### src/rtl/inert_rd_seq.sv
// inert_rd_seq: command sequencer in front of the SPI monarch for the
// inertial sensor. After reset it waits 2^PWRUP_W clocks, writes four
// configuration registers, then on each data-ready interrupt reads the
// rate bytes and presents ptch/roll/yaw with a one-cycle vld pulse.
// Optional build macro INERT_ACCEL_RD_EN adds the ax/ay reads and outputs.
module inert_rd_seq #(
  parameter int PWRUP_W = 16
) (
  input  logic        clk,
  input  logic        rst_n,
  input  logic        INT,
  input  logic        done,
  input  logic [15:0] rd_data,
  output logic        wrt,
  output logic [15:0] cmd,
  output logic [15:0] ptch,
  output logic [15:0] roll,
  output logic [15:0] yaw,
`ifdef INERT_ACCEL_RD_EN
  output logic [15:0] ax,
  output logic [15:0] ay,
`endif
  output logic        vld
);

`ifdef INERT_ACCEL_RD_EN
  localparam int unsigned IDX_W = 4;
  localparam int unsigned NRD   = 10;
`else
  localparam int unsigned IDX_W = 3;
  localparam int unsigned NRD   = 6;
`endif

  localparam logic [IDX_W-1:0] INIT_LAST = IDX_W'(3);
  localparam logic [IDX_W-1:0] RD_LAST   = IDX_W'(NRD - 1);

  localparam logic [2:0] PWRUP    = 3'd0;
  localparam logic [2:0] INIT     = 3'd1;
  localparam logic [2:0] INIT_W   = 3'd2;
  localparam logic [2:0] WAIT_INT = 3'd3;
  localparam logic [2:0] RD       = 3'd4;
  localparam logic [2:0] RD_W     = 3'd5;
  localparam logic [2:0] UPD      = 3'd6;

  logic [2:0]         state;
  logic [IDX_W-1:0]   idx;
  logic [PWRUP_W-1:0] pwr_cnt;
  logic               int_s1;
  logic               int_s;
  logic               done_q;
  logic               done_rise;
  logic [7:0]         sh [NRD];
  logic               unused_rd_hi;

  // Only the low byte of the monarch read data carries a register value.
  assign unused_rd_hi = ^rd_data[15:8];

  // done stays high between transactions, so completion is its rising edge.
  assign done_rise = done & ~done_q;

  function automatic logic [15:0] init_cmd(input logic [1:0] i);
    case (i)
      2'd0:    init_cmd = 16'h0D02;  // INT on data-ready
      2'd1:    init_cmd = 16'h1062;  // accel config
      2'd2:    init_cmd = 16'h1162;  // gyro config
      default: init_cmd = 16'h1460;  // rounding
    endcase
  endfunction

  // Read addresses are consecutive from 0xA2 (pitchL) upward.
  function automatic logic [15:0] rd_cmd(input logic [IDX_W-1:0] i);
    rd_cmd = {4'hA, 4'd2 + 4'(i), 8'h00};
  endfunction

  // Two-flop synchroniser for the asynchronous interrupt pin.
  always_ff @(posedge clk or negedge rst_n) begin
    if (!rst_n) begin
      int_s1 <= 1'b0;
      int_s  <= 1'b0;
    end else begin
      int_s1 <= INT;
      int_s  <= int_s1;
    end
  end

  // Delayed copy of done for rising-edge detection.
  always_ff @(posedge clk or negedge rst_n) begin
    if (!rst_n) done_q <= 1'b0;
    else        done_q <= done;
  end

  // Sequencer: wrt and cmd are loaded on the transition into INIT/RD so the
  // pulse and its command word appear together during that state.
  always_ff @(posedge clk or negedge rst_n) begin
    if (!rst_n) begin
      state   <= PWRUP;
      idx     <= '0;
      pwr_cnt <= '0;
      wrt     <= 1'b0;
      cmd     <= '0;
      ptch    <= '0;
      roll    <= '0;
      yaw     <= '0;
`ifdef INERT_ACCEL_RD_EN
      ax      <= '0;
      ay      <= '0;
`endif
      vld     <= 1'b0;
      for (int unsigned i = 0; i < NRD; i++) sh[i] <= '0;
    end else begin
      wrt <= 1'b0;
      vld <= 1'b0;
      case (state)
        PWRUP: begin
          pwr_cnt <= pwr_cnt + 1'b1;
          if (&pwr_cnt) begin
            state <= INIT;
            idx   <= '0;
            wrt   <= 1'b1;
            cmd   <= init_cmd(2'd0);
          end
        end
        INIT: state <= INIT_W;
        INIT_W: begin
          if (done_rise) begin
            if (idx == INIT_LAST) begin
              state <= WAIT_INT;
            end else begin
              idx   <= idx + 1'b1;
              state <= INIT;
              wrt   <= 1'b1;
              cmd   <= init_cmd(2'(idx + 1'b1));
            end
          end
        end
        WAIT_INT: begin
          if (int_s) begin
            state <= RD;
            idx   <= '0;
            wrt   <= 1'b1;
            cmd   <= rd_cmd('0);
          end
        end
        RD: state <= RD_W;
        RD_W: begin
          if (done_rise) begin
            sh[idx] <= rd_data[7:0];
            if (idx == RD_LAST) begin
              state <= UPD;
            end else begin
              idx   <= idx + 1'b1;
              state <= RD;
              wrt   <= 1'b1;
              cmd   <= rd_cmd(idx + 1'b1);
            end
          end
        end
        UPD: begin
          ptch  <= {sh[1], sh[0]};
          roll  <= {sh[3], sh[2]};
          yaw   <= {sh[5], sh[4]};
`ifdef INERT_ACCEL_RD_EN
          ax    <= {sh[7], sh[6]};
          ay    <= {sh[9], sh[8]};
`endif
          vld   <= 1'b1;
          state <= WAIT_INT;
        end
        default: state <= PWRUP;
      endcase
    end
  end

endmodule

### config.mk
export PLATFORM = sky130hd
export DESIGN_NAME = inert_rd_seq
export DESIGN_NICKNAME = d
export VERILOG_FILES = /design/src/rtl/inert_rd_seq.sv
export SDC_FILE = /design/constraint.sdc
export NUM_CORES = 1
export LEC_CHECK = 0
export CAP_MARGIN = 10
export CELL_PAD_IN_SITES_DETAIL_PLACEMENT = 0
export CELL_PAD_IN_SITES_GLOBAL_PLACEMENT = 1
export CORE_ASPECT_RATIO = 1.25
export CORE_MARGIN = 10
export CORE_UTILIZATION = 47
export DETAILED_ROUTE_END_ITERATION = 6
export GPL_ROUTABILITY_DRIVEN = 0
export GPL_TIMING_DRIVEN = 0
export PLACE_DENSITY = 0.86
export SETUP_SLACK_MARGIN = 0.05
export SLEW_MARGIN = 20
export SYNTH_ARGS = -nofsm -noshare
export SYNTH_HDL_FRONTEND = slang
export SYNTH_SLANG_ARGS = --single-unit
### constraint.sdc
create_clock -name clk -period 3.55 [get_ports clk]
set_input_delay 0.5325 -clock clk [delete_from_list [all_inputs] [get_ports clk]]
set_output_delay 0.5325 -clock clk [all_outputs]
set_load 0.05 [all_outputs]
==> Word level (Yosys, flattened, before mapping) <==
Index checks and enable logic that the tools add are counted.
{ "op_classes": {"n_addsub": 3, "multipliers": 0, "div": 0, "n_lt_le_gt_ge": 2, "n_eq_ne": 16, "n_shift": 0, "n_mux": 33, "bitwise_logic": 3, "n_reduce_logical": 8} }
{ "op_table": {"columns": ["operator", "count"], "rows": [
  ["$mux 16", 6],
  ["$pmux 16 s4", 1],
  ["$bwmux 48", 1],
  ["$pmux 13 s3", 1],
  ["$mux 3", 10],
  ["$demux 8 s3", 1],
  ["$pmux 3 s7", 1],
  ["$add 16x1->16 const B", 1],
  ["$reduce_and 16->1", 1],
  ["$eq 3x3->1 const B", 4],
  ["$ne 2x2->1 const B", 6],
  ["$pmux 3 s4", 1],
  ["$eq 3x2->1 const B", 3],
  ["$mux 8", 1],
  ["$mux 1", 7],
  ["$reduce_and 7->1", 1],
  ["$add 2x3->4 const A", 1],
  ["$ge 4x4->1 const B", 1],
  ["$lt 4x1->1 const B", 1],
  ["$mux 2", 2],
  ["$not 3->4", 1],
  ["$pmux 1 s4", 1],
  ["$reduce_and 4->1", 1],
  ["$reduce_bool 4->1", 1],
  ["10 further kinds", 10]
]} }
{ "word_totals": {"reg_bits": 139, "latch_bits": 0, "ram_bits": 0, "rom_bits": 0, "inputBits": 20, "mem_count": 0} }

==> Logic depth before layout (Yosys ltp) <==
Gate-level depths: netlist (run 1).
{ "logic_depth": {"word_depth": 6, "ltp_mapped": 8, "ltp_nobuf": 7} }

==> Least setup slack after synthesis (run 1) <==
OpenSTA, ideal clock, no wires.
{ "synth_timing": {"path_type": "reg-to-reg", "start": "reg state[0]", "end": "reg cmd[10]", "t_arrival_ns": 1.923, "path_slack_ns": 1.502, "path_stages_with_launch": 7, "synth_period_minus_slack_ns": 2.048, "cell_sequence": "dfrtp_1 > or3_1 > buf_2 > or2_0 > buf_2 > o211ai_4 > mux2_2"} }
{ "synth_via": {"elab_chain_len": 3, "word_cells_on_any_way": 13, "cone_classes": "9 x eq/ne; 1 x mux; 3 x reduce/logical"} }
{ "synth_lines": {"columns": ["element", "line_no", "source"], "rows": [
  ["from (decl)", "45", "logic [2:0] state;"],
  ["from (signal assigned)", "96", "state <= PWRUP;"],
  ["from (signal assigned)", "117", "state <= INIT;"],
  ["from (signal assigned)", "123", "INIT: state <= INIT_W;"],
  ["$eq 3x3->1, or another cell as far along", "113", "case (state)"],
  ["$reduce_bool 4->1 (no source line) / $ne 2x2->1 (equally long branches)", null, null],
  ["$reduce_and 7->1 (no source line)", null, null],
  ["to (signal assigned)", "120", "cmd <= init_cmd(2'd0);"],
  ["to (signal assigned)", "132", "cmd <= init_cmd(2'(idx + 1'b1));"],
  ["to (signal assigned)", "141", "cmd <= rd_cmd('0);"],
  ["to (decl)", "15", "output logic [15:0] cmd,"]
]} }
Parallel ways exist; a longest one is shown, timed or not.
A chain may end at the register's enable or synchronous reset.

==> Worst setup path in the final report (run 1) <==
{ "layout_timing": {"start": "in done", "end": "reg sh[18] (netlist bit)"} }
{ "layout_via": {"elab_chain_len": 2} }
{ "layout_lines": {"columns": ["element", "line_no", "source"], "rows": [
  ["from (decl)", "12", "input logic done,"],
  ["$and 1x1->1", "59", "assign done_rise = done & ~done_q;"],
  ["$reduce_and 2->1 (no source line)", null, null],
  ["to (signal, indexed assignment)", "147", "sh[idx] <= rd_data[7:0];"],
  ["to (decl)", "52", "logic [7:0] sh [NRD];"]
]} }
Every way passes these cells.

==> results of run 1 <==
cell type report:
| class | instances | area (um2) | area share |
|---|---|---|---|
| Sequential cell | 130 | 3250 | 0.475 |
| Multi-Input combinational cell | 215 | 1910 | 0.279 |
| Timing Repair Buffer | 72 | 739 | 0.108 |
| Clock buffer | 19 | 453 | 0.0662 |
| Clock inverter | 13 | 173 | 0.0252 |
| Tap cell | 135 | 169 | 0.0247 |
| Buffer | 21 | 116 | 0.0170 |
| Inverter | 9 | 33.8 | 0.00494 |
synthesized netlist by cell type (2+ instances only):
master	count
nand2_1	14
buf_4	9
clkbuf_1	8
a22oi_1	3
mux2_2	104
dfrtp_1	130
nor2b_1	4
a21oi_1	2
and4_1	2
or3_1	2
o21ai_0	6
ha_1	7
nor3_1	4
nand2b_1	4
mux2i_1	2
inv_1	8
nand3_1	10
nand4_1	4
and3_1	4
nor2_1	9
xor2_1	5
buf_2	3
xnor2_1	10
where the power goes:
group	total, mW	internal [mW]	switching (mW)
Clock	1.81	1.15	0.660
Sequential	1.79	1.66	0.132
Combinational	1.13	0.440	0.690
how the worst max path moves through the flow:
stage          slack (ns)  depth (start not counted)            startpoint                   to
2_1_floorplan        1.50                          6  state[0]$_DFFE_PN0P_  cmd[10]$_DFFE_PN0P_
3_3_place_gp        -2.91                          1                 rst_n   sh[22]$_DFFE_PN0P_
3_5_place_dp         0.84                          5                  done   sh[18]$_DFFE_PN0P_
4_1_cts              1.26                          5  state[1]$_DFFE_PN0P_    sh[0]$_DFFE_PN0P_
5_1_grt              1.03                          5  state[1]$_DFFE_PN0P_    sh[3]$_DFFE_PN0P_
6_report             1.25                          5                  done   sh[18]$_DFFE_PN0P_
worst reg2reg max path: stages (launching register included):
cell	delay (ns)
dfrtp_1	0.38
clkbuf_1	0.21
nand2b_1	0.32
nor4_2	0.34
nand3_1	0.48
mux2_2	0.45
flip-flops by register name, summed over array words and instances (netlist names):
register / cells
cmd: 7
done_q: 1
idx: 3
int_s: 1
int_s1: 1
ptch: 16
pwr_cnt: 16
roll: 16
sh: 48
state: 3
vld: 1
wrt: 1
yaw: 16
per-stage QoR:
| step | instances | power (mW) | hold WS [ns] |
|---|---|---|---|
| 6_report | 614 | 4.73 | 0.0941 |
| 5_1_grt | 614 | 4.97 | 0.126 |
| 4_1_cts | 614 | 4.78 | 0.108 |
| 3_5_place_dp | 582 | 2.95 | 0.342 |
| 3_3_place_gp | 581 | 2.92 | 0.346 |
| 2_1_floorplan | 375 | 2.58 | 0.237 |
metal layers:
| metal | track usage | share of wire |
|---|---|---|
| met1 | 0.171 | 0.40 |
| met2 | 0.235 | 0.51 |
| met3 | 0.0602 | 0.078 |
| met4 | 0.0463 | 0.012 |
| met5 | 0 | 0 |
cell usage in the layout (no fill, tap or decap), drive strengths merged, types with 2 or more instances in the layout:
cell,n
and4,2
clkinv,2
or3,2
clkbuf,27
mux2,104
xnor2,10
o211ai,2
conb,6
clkdlybuf4s50,70
nand2b,4
a22oi,3
inv,13
mux2i,2
ha,7
nand2,14
dfrtp,130
buf,15
a21oi,2
nor2b,4
o21ai,6
nand3,10
nor3,5
nand4,4
nor2,9
and3,4
xor2,5
clkinvlp,4
bufinv,3
logic make-up (layout without fill, tap and decap cells):
group                      count (synthesis)  after routing
muxes                                    106            106
DFF                                      130            130
buffers and inverters                     30            134
xor gates and xnor gates                  15             15
other                                      1              6
and+or+nand+nor                           63             63
AOI/OAI and AO/OA                         18             18
adders and majority gates                  7              7
==> impl_results.md, run 1 <==
- Status: finished, final reports clean
- Via count: 3,221
- Reg-to-reg slack, setup: about 1.3 ns
- Library cells used by synthesis: 39
- Final hold vios: 0
- CTS tree: yes
- Post CTS Setup Buffer Count: 0
- Post-layout instance area: ~0.007 mm2
- Routed Antenna Nets: 0
- Initial antenna violation count: 0
- Final slew viol count: 0
- Post-Synthesis Cells: 370
- RSZ-0062 raised after global routing: false
- Adder-cell share of the synthesized area: 0.0166
- Fmax: 0.434 GHz
- Final min period: between 2 and 2.5 ns
- Relative slew slack: 0.514
- First-pass GRT wire length: 18.7 mm
- Post-placement cell area: 0.00622 mm2
- Worst Setup Start Kind: input port
- Combinational family with the most area after synthesis: multiplexers
- Peak VDD IR: ~360 uV
- Port bufs: roughly 70
- GR Util All Layers: 0.146
- Final setup violation count: 0
- Worst Skew: approximately 0.0062 ns
- Area grow syn2layout: 29.3%
- Clk sink count: between 100 and 150
- Final wirelength: ~11 mm
- FF-to-FF End: sh[11]$_DFFE_PN0P_
- # H-tree levels: 4
- Area contributors post-synth: dfrtp_1 61%, mux2_2 22%, ha_1 1.7%, xnor2_1 1.7%, buf_4 1.3%
- Crit Path Category: input port to register
- Clock slew at reported path FFs: around 0.06 ns
- Share of Yosys cell area claimed by the top area cell type: 0.615
- Crit path buf inv count: 1
- Largest area contributor in the synthesized netlist: dfrtp_1
- Worst Path Max Fanout: 8
- Post-synthesis sequential area ratio: 0.615
- Clk Latency, worst-skew pair: 0.41 ns
- CP Cell Sequence: clkdlybuf4s50_1, nor2b_1, nand4_1, nor3_2, mux2_2
- Post-DP HPWL: ~7.7 mm
- CP arrival: about 2.6 ns
- Leak pwr: about 3.3 nW
- Largest net degree at the start of global routing: 74
- Setup crit end kind: register
- GRT overflow: 0
- Vias in the first global route: roughly 3,600
- WP data required: 3.84 ns
- Post_cts resized: 0
- Crit path max-delay cell type: nor3_2
- DIE AREA: ~0.016 mm2
- Die width: 115 um
- Initial core utilization: 0.477
- DRT iter0 DRCs: 127
- Final period util: 0.649
- Final core occ: 0.618
- Compound-Gate Fraction of Synth Area: 0.0255
- Vias per cell: around 5.2
- Netlist Area Pre-Place: 0.00529 mm2
- Area share of and/or/nand/nor cells after synthesis: 0.0641
- Post-synth EDFFs: 0
- Worst-Margin Slew: ~0.72 ns
- Die Ht: between 100 and 150 um
- Dpl ws: 0.842 ns
- Drt drc: 0
- Inserted Clock Buffers: 17
- Root buf cell: clkbuf_16
- Top FF cell, synth: dfrtp_1
- FF-to-FF path depth: 5
- Yosys warns: 0
- Pwr per Cell Area: slightly below 700 mW/mm2
- Setup tns final: 0 ns
- Post-CTS Hold Buffers: 0
- Mux cell area share after synthesis: 0.225
- # fillers: 877
- Antenna diode count: 0
- Syn Area/Cell: about 14 um2
- Nets: 493
- Post-synth ARST share: 1.00
- IO Pins: 86
- Max stage delay on crit path: roughly 0.57 ns
- Yosys reg bits: 130
- FF-to-FF Start: state[1]$_DFFE_PN0P_
- Final worst slack: approximately 1.2 ns
- Rows: 43
- DR WL/cell: between 15 and 20 um
- Hold Path Class: input port to async pin
- Layout cells sized above 1: 0.319
- Top delay family on crit path: simple AND/OR/NAND/NOR gates
- Core box area: approximately 0.011 mm2
- Clk buf depth: 2
- Post-Synth XOR/XNOR Area: 0.0248
- Max-Cap Viols: 0
- Detailed Routing Iterations Pass 1: 4
No activity file was read; power rests on OpenSTA's default activity.
==> inputs of run 2 (changes only) <==
--- a/config.mk
+++ b/config.mk
@@ -10,11 +10,11 @@
 export CELL_PAD_IN_SITES_GLOBAL_PLACEMENT = 1
 export CORE_ASPECT_RATIO = 1.25
 export CORE_MARGIN = 10
-export CORE_UTILIZATION = 47
+export CORE_UTILIZATION = 44
 export DETAILED_ROUTE_END_ITERATION = 6
 export GPL_ROUTABILITY_DRIVEN = 0
 export GPL_TIMING_DRIVEN = 0
-export PLACE_DENSITY = 0.86
+export PLACE_DENSITY = 0.81
 export SETUP_SLACK_MARGIN = 0.05
 export SLEW_MARGIN = 20
 export SYNTH_ARGS = -nofsm -noshare
==> constraint.sdc (replaced) <==
create_clock -name clk -period 2.35 [get_ports clk]
set_input_delay 0.3525 -clock clk [delete_from_list [all_inputs] [get_ports clk]]
set_output_delay 0.3525 -clock clk [all_outputs]
set_load 0.05 [all_outputs]
==> impl_results.md, run 2 (synthesis gave the netlist of run 1 again) <==
- Relative slew slack: 0.499
- DR WL/cell: 17.0 um
- CP arrival: 2.52 ns
- Clk Latency, worst-skew pair: roughly 0.41 ns
- Layout cells sized above 1: 0.319
- Reg-to-reg slack, setup: between 0.1 and 0.15 ns
- Final hold vios: 0
- Top delay family on crit path: simple AND/OR/NAND/NOR gates
- Final slew viol count: 0
- Crit path max-delay cell type: nand3_1
- Port bufs: approximately 70
- FF-to-FF Start: state[1]$_DFFE_PN0P_
- Most flops, register: sh
- Crit path buf inv count: 1
- Crit Path Category: register to register
- GR Util All Layers: 0.138
- CP Cell Sequence: clkbuf_1, nand2b_1, nor4_2, nand3_1, mux2_2
- DIE AREA: around 0.017 mm2
- Worst Skew: between 0.009 and 0.01 ns
- Most frequent cells in the layout: 130 x dfrtp_1, 104 x mux2_2, 70 x clkdlybuf4s50_1
- Status: finished, final reports clean
- Min-Delay Endpoint: int_s$_DFF_PN0_
- Max-Cap Viols: 0
- Worst hold slack: 0.358 ns
- Die Ht: approximately 140 um
- Routed Antenna Nets: 0
- Pwr per Cell Area: around 1000 mW/mm2
- Vias per cell: between 4 and 5
- Die width: roughly 120 um
- FF-to-FF path depth: 5
- Final wirelength: between 10 and 15 mm
- Clk sink count: 130
- IO Pins: between 80 and 90
- Detailed Routing Iterations Pass 1: 4
- Fmax: 0.450 GHz
- CTS tree: yes
- Antenna diode count: 0
- Drt drc: 0
- Leak pwr: 3.34 nW
- Commonest non-fill, non-tap cell in the layout: dfrtp_1
- FF-to-FF End: sh[1]$_DFFE_PN0P_
- Hold Crit Depth: 0
- Via count: approximately 3,200
- Clk buf depth: 2
- WP data required: around 2.6 ns
- Post-DP HPWL: roughly 7.7 mm
- Nets: 493
- Worst Setup Start Kind: register
- Area grow syn2layout: 29.7%
- GRT overflow: 0
- Setup crit end kind: register
- Final setup violation count: 0
- DRT iter0 DRCs: roughly 180
- Worst Path Max Fanout: 10
- Tot Pwr: 7.04 mW
- Critical path depth: 5
- Hold Path Class: register to register
- Peak VDD IR: 548 uV
- Max stage delay on crit path: ~0.47 ns
- # H-tree levels: 4
- Rows: 44
- Final min period: roughly 2.2 ns
- # fillers: around 990
- Vias in the first global route: between 3,000 and 4,000
- Post CTS Setup Buffer Count: 0
- First-pass GRT wire length: about 19 mm
- RSZ-0062 raised after global routing: true
- Min-delay src: int_s1$_DFF_PN0_
- Worst-Margin Slew: between 0.7 and 0.8 ns
- Root buf cell: clkbuf_16
- Core box area: about 0.012 mm2
- Largest net degree at the start of global routing: between 80 and 90
- Final period util: 0.946
- Max FFs per register: 48
- Initial antenna violation count: 0
- Inserted Clock Buffers: 17
- Initial core utilization: 0.453
- Clock slew at reported path FFs: roughly 0.060 ns
run 2: where the power goes:
| part | switching (mW) | internal (mW) | total, mW |
|---|---|---|---|
| Combinational | 1.02 | 0.664 | 1.68 |
| Clock | 1.01 | 1.63 | 2.64 |
| Sequential | 0.203 | 2.50 | 2.71 |
run 2: what timing repair did:
action | CTS | global route
setup endpoints to repair | 0 | 41
endpoints found under the hold margin | 45 | 0
hold buffers | 1 | 0
resized for setup | 0 | 0
run 2: through the flow:
step	instances	setup TNS, ns	instance area [um2]	util	worst slack [ns]
finish	640	0	6860	0.588	0.126
CTS	641	0	6870	0.588	0.0884
global route	640	-3.45	6860	0.588	-0.160
detailed placement	608	-2.51	6250	0.536	-0.177
global placement	607	-527.15	6220	0.533	-4.05
floorplan	375	0	5310	-	0.302
run 2: layout make-up:
| type | count | area, um2 | share of cell area |
|---|---|---|---|
| clock inverters | 13 | 148 | 0.0215 |
| repair buffers | 73 | 753 | 0.110 |
| clock buffers | 19 | 453 | 0.0660 |
| inverters | 9 | 33.8 | 0.00492 |
| multi-input cells | 215 | 1910 | 0.278 |
| flip-flops and latches | 130 | 3250 | 0.474 |
| well taps | 161 | 201 | 0.0294 |
| plain buffers | 20 | 113 | 0.0164 |
run 2: worst max-delay path by stage:
| stage | slack (ns) | start | end |
|---|---|---|---|
| 2_1_floorplan | 0.30 | state[0]$_DFFE_PN0P_ | cmd[10]$_DFFE_PN0P_ |
| 3_3_place_gp | -4.05 | rst_n | roll[15]$_DFFE_PN0P_ |
| 3_5_place_dp | -0.18 | done | sh[17]$_DFFE_PN0P_ |
| 4_1_cts | 0.09 | state[1]$_DFFE_PN0P_ | roll[2]$_DFFE_PN0P_ |
| 5_1_grt | -0.16 | state[1]$_DFFE_PN0P_ | sh[8]$_DFFE_PN0P_ |
| 6_report | 0.13 | state[1]$_DFFE_PN0P_ | sh[1]$_DFFE_PN0P_ |
run 2: routing by layer:
metal / global-route usage / vias up / wire length, um
met5: 0 / - / 0
met2: 0.237 / 71 / 5620
met1: 0.158 / 1599 / 4550
met3: 0.0468 / 14 / 584
met4: 0.0508 / 0 / 138
li1: - / 1477 / -
==> inputs of run 3 (changes only) <==
--- a/config.mk
+++ b/config.mk
@@ -16,7 +16,7 @@
 export GPL_TIMING_DRIVEN = 0
 export PLACE_DENSITY = 0.81
 export SETUP_SLACK_MARGIN = 0.05
-export SLEW_MARGIN = 20
 export SYNTH_ARGS = -nofsm -noshare
 export SYNTH_HDL_FRONTEND = slang
 export SYNTH_SLANG_ARGS = --single-unit
+export TNS_END_PERCENT = 10
==> constraint.sdc (replaced) <==
create_clock -name clk -period 2.35 [get_ports clk]
set_input_delay 0.5875 -clock clk [delete_from_list [all_inputs] [get_ports clk]]
set_output_delay 0.5875 -clock clk [all_outputs]
set_load 0.05 [all_outputs]
==> impl_results.md, run 3 (synthesis gave the netlist of run 1 again) <==
- Status: finished, final reports clean
- Port bufs: 71
- Routed Antenna Nets: 0
- Commonest non-fill, non-tap cell in the layout: dfrtp_1
- DIE AREA: between 0.015 and 0.02 mm2
- Via count: 3,220
- CTS tree: yes
- Switch Pwr: between 2 and 2.5 mW
- FF-to-FF End: sh[7]$_DFFE_PN0P_
- Clock slew at reported path FFs: about 0.060 ns
- Worst Setup Start Kind: register
- Final period util: 0.972
- Clk Latency, worst-skew pair: around 0.41 ns
- Crit. Startpoint: state[1]$_DFFE_PN0P_
- Area grow syn2layout: 30.4%
- Post-CTS Hold Buffers: 0
- Pwr per Cell Area: 1050 mW/mm2
- Post CTS Setup Buffer Count: 0
- DRT iter0 DRCs: ~150
- Top delay family on crit path: simple AND/OR/NAND/NOR gates
- Final setup violation count: 0
- Max-Cap Viols: 0
- Nets: ~500
- Antenna diode count: 0
- Largest net degree at the start of global routing: 86
- Worst Path Max Fanout: 10
- Crit Path Category: register to register
- Final core occ: 0.591
- Worst hold slack: 0.102 ns
- First-pass GRT wire length: 18.7 mm
- IO Pins: 86
- Most frequent cells in the layout: 130 x dfrtp_1, 104 x mux2_2, 67 x clkdlybuf4s50_1
- CP arrival: about 2.6 ns
- Layout cells sized above 1: 0.332
- Tot Pwr: 7.25 mW
- Post-placement cell area: roughly 0.0063 mm2
- Post-layout instance area: roughly 0.007 mm2
- Non-filler cells, final: 640
- Crit path buf inv count: 1
- Most flops, register: sh
- Worst-Margin Slew: ~0.68 ns
- Final hold vios: 0
- Drt drc: 0
- Core box area: roughly 0.012 mm2
- WP data required: roughly 2.6 ns
- Initial antenna violation count: 0
- Setup crit end kind: register
- FF-to-FF path depth: 5
- Relative slew slack: 0.546
- Die width: 118 um
- # H-tree levels: 4
- # fillers: 970
- Inserted Clock Buffers: 17
- Combinational share of power: 0.232
- Clk sink count: 130
- Clock power frac: 0.394
- Final slew viol count: 0
- Max FFs per register: 48
- FF-to-FF Start: state[1]$_DFFE_PN0P_
- Clk buf depth: 2
- GRT overflow: 0
- RSZ-0062 raised after global routing: true
- Vias in the first global route: ~3,500
- Net Sw Frac: 0.315
- GR Util All Layers: 0.139
- Max stage delay on crit path: approximately 0.50 ns
- Rows: 44
- Die Ht: ~140 um
- Post-DP HPWL: ~7.7 mm
- CP Cell Sequence: clkbuf_1, nand2b_1, nor4_2, nand3_1, mux2_2
- Final wirelength: between 10 and 15 mm
- Seq pwr share: 0.373
- Final min period: about 2.3 ns
- Internal: slightly below 5 mW
- Hold Path Class: input port to async pin
- Crit path max-delay cell type: nand3_1
- Vias per cell: 5.03
- Cell Count Post-Placement: ~600
- Root buf cell: clkbuf_16
- Reg-to-reg slack, setup: 0.07 ns
- Peak VDD IR: about 600 uV
- Fmax: approximately 0.44 GHz
- Initial core utilization: 0.453
- Leak pwr: about 3.4 nW
- Detailed Routing Iterations Pass 1: 4
- DR WL/cell: 17.2 um
- Worst Skew: 0.00763 ns
==> run 3: final cells by class <==
class | instances | area [um2] | share of cell area
plain buffers | 21 | 119 | 0.0172
well taps | 161 | 201 | 0.0292
inverters | 9 | 33.8 | 0.00490
flip-flops and latches | 130 | 3250 | 0.472
clock buffers | 17 | 425 | 0.0617
repair buffers | 72 | 732 | 0.106
clock inverters | 15 | 219 | 0.0317
multi-input cells | 215 | 1920 | 0.278
==> run 3: how the worst max path moves through the flow <==
stage                           endpoint  slack, ns  depth (start not counted)
floorplan            cmd[10]$_DFFE_PN0P_       0.30                          6
global placement    roll[15]$_DFFE_PN0P_      -4.28                          1
global route           sh[8]$_DFFE_PN0P_      -0.15                          5
CTS                   sh[31]$_DFFE_PN0P_       0.03                          6
finish                 sh[7]$_DFFE_PN0P_       0.07                          5
detailed placement    sh[17]$_DFFE_PN0P_      -0.41                          5
==> run 3: power groups by stage <==
stage          logic [mW]  registers [mW]  clock network [mW]
6_report             1.68            2.71                2.86
5_1_grt              1.84            2.75                3.02
4_1_cts              1.72            2.71                2.92
3_5_place_dp         1.71            2.74                   0
3_3_place_gp         1.68            2.73                   0
2_1_floorplan       0.834            3.07                   0
==> run 3: layer usage <==
metal  global-route usage  wire length, um  share of wire
met5                    0                0              0
met4               0.0515              144          0.013
met3               0.0508              600          0.055
met2                0.233             5670           0.52
met1                0.160             4580           0.42
==> run 3: repair_timing <==
action	4_1_cts	5_1_grt
gates resized for setup	1	7
endpoints found under the setup margin	10	56
pin swaps	0	1
==> run 3: through the flow <==
step / setup TNS [ns] / setup slack, ns
6_report: 0 / 0.0652
5_1_grt: -2.66 / -0.149
4_1_cts: 0 / 0.0264
3_5_place_dp: -14.28 / -0.411
3_3_place_gp: -569.28 / -4.28
2_1_floorplan: 0 / 0.302
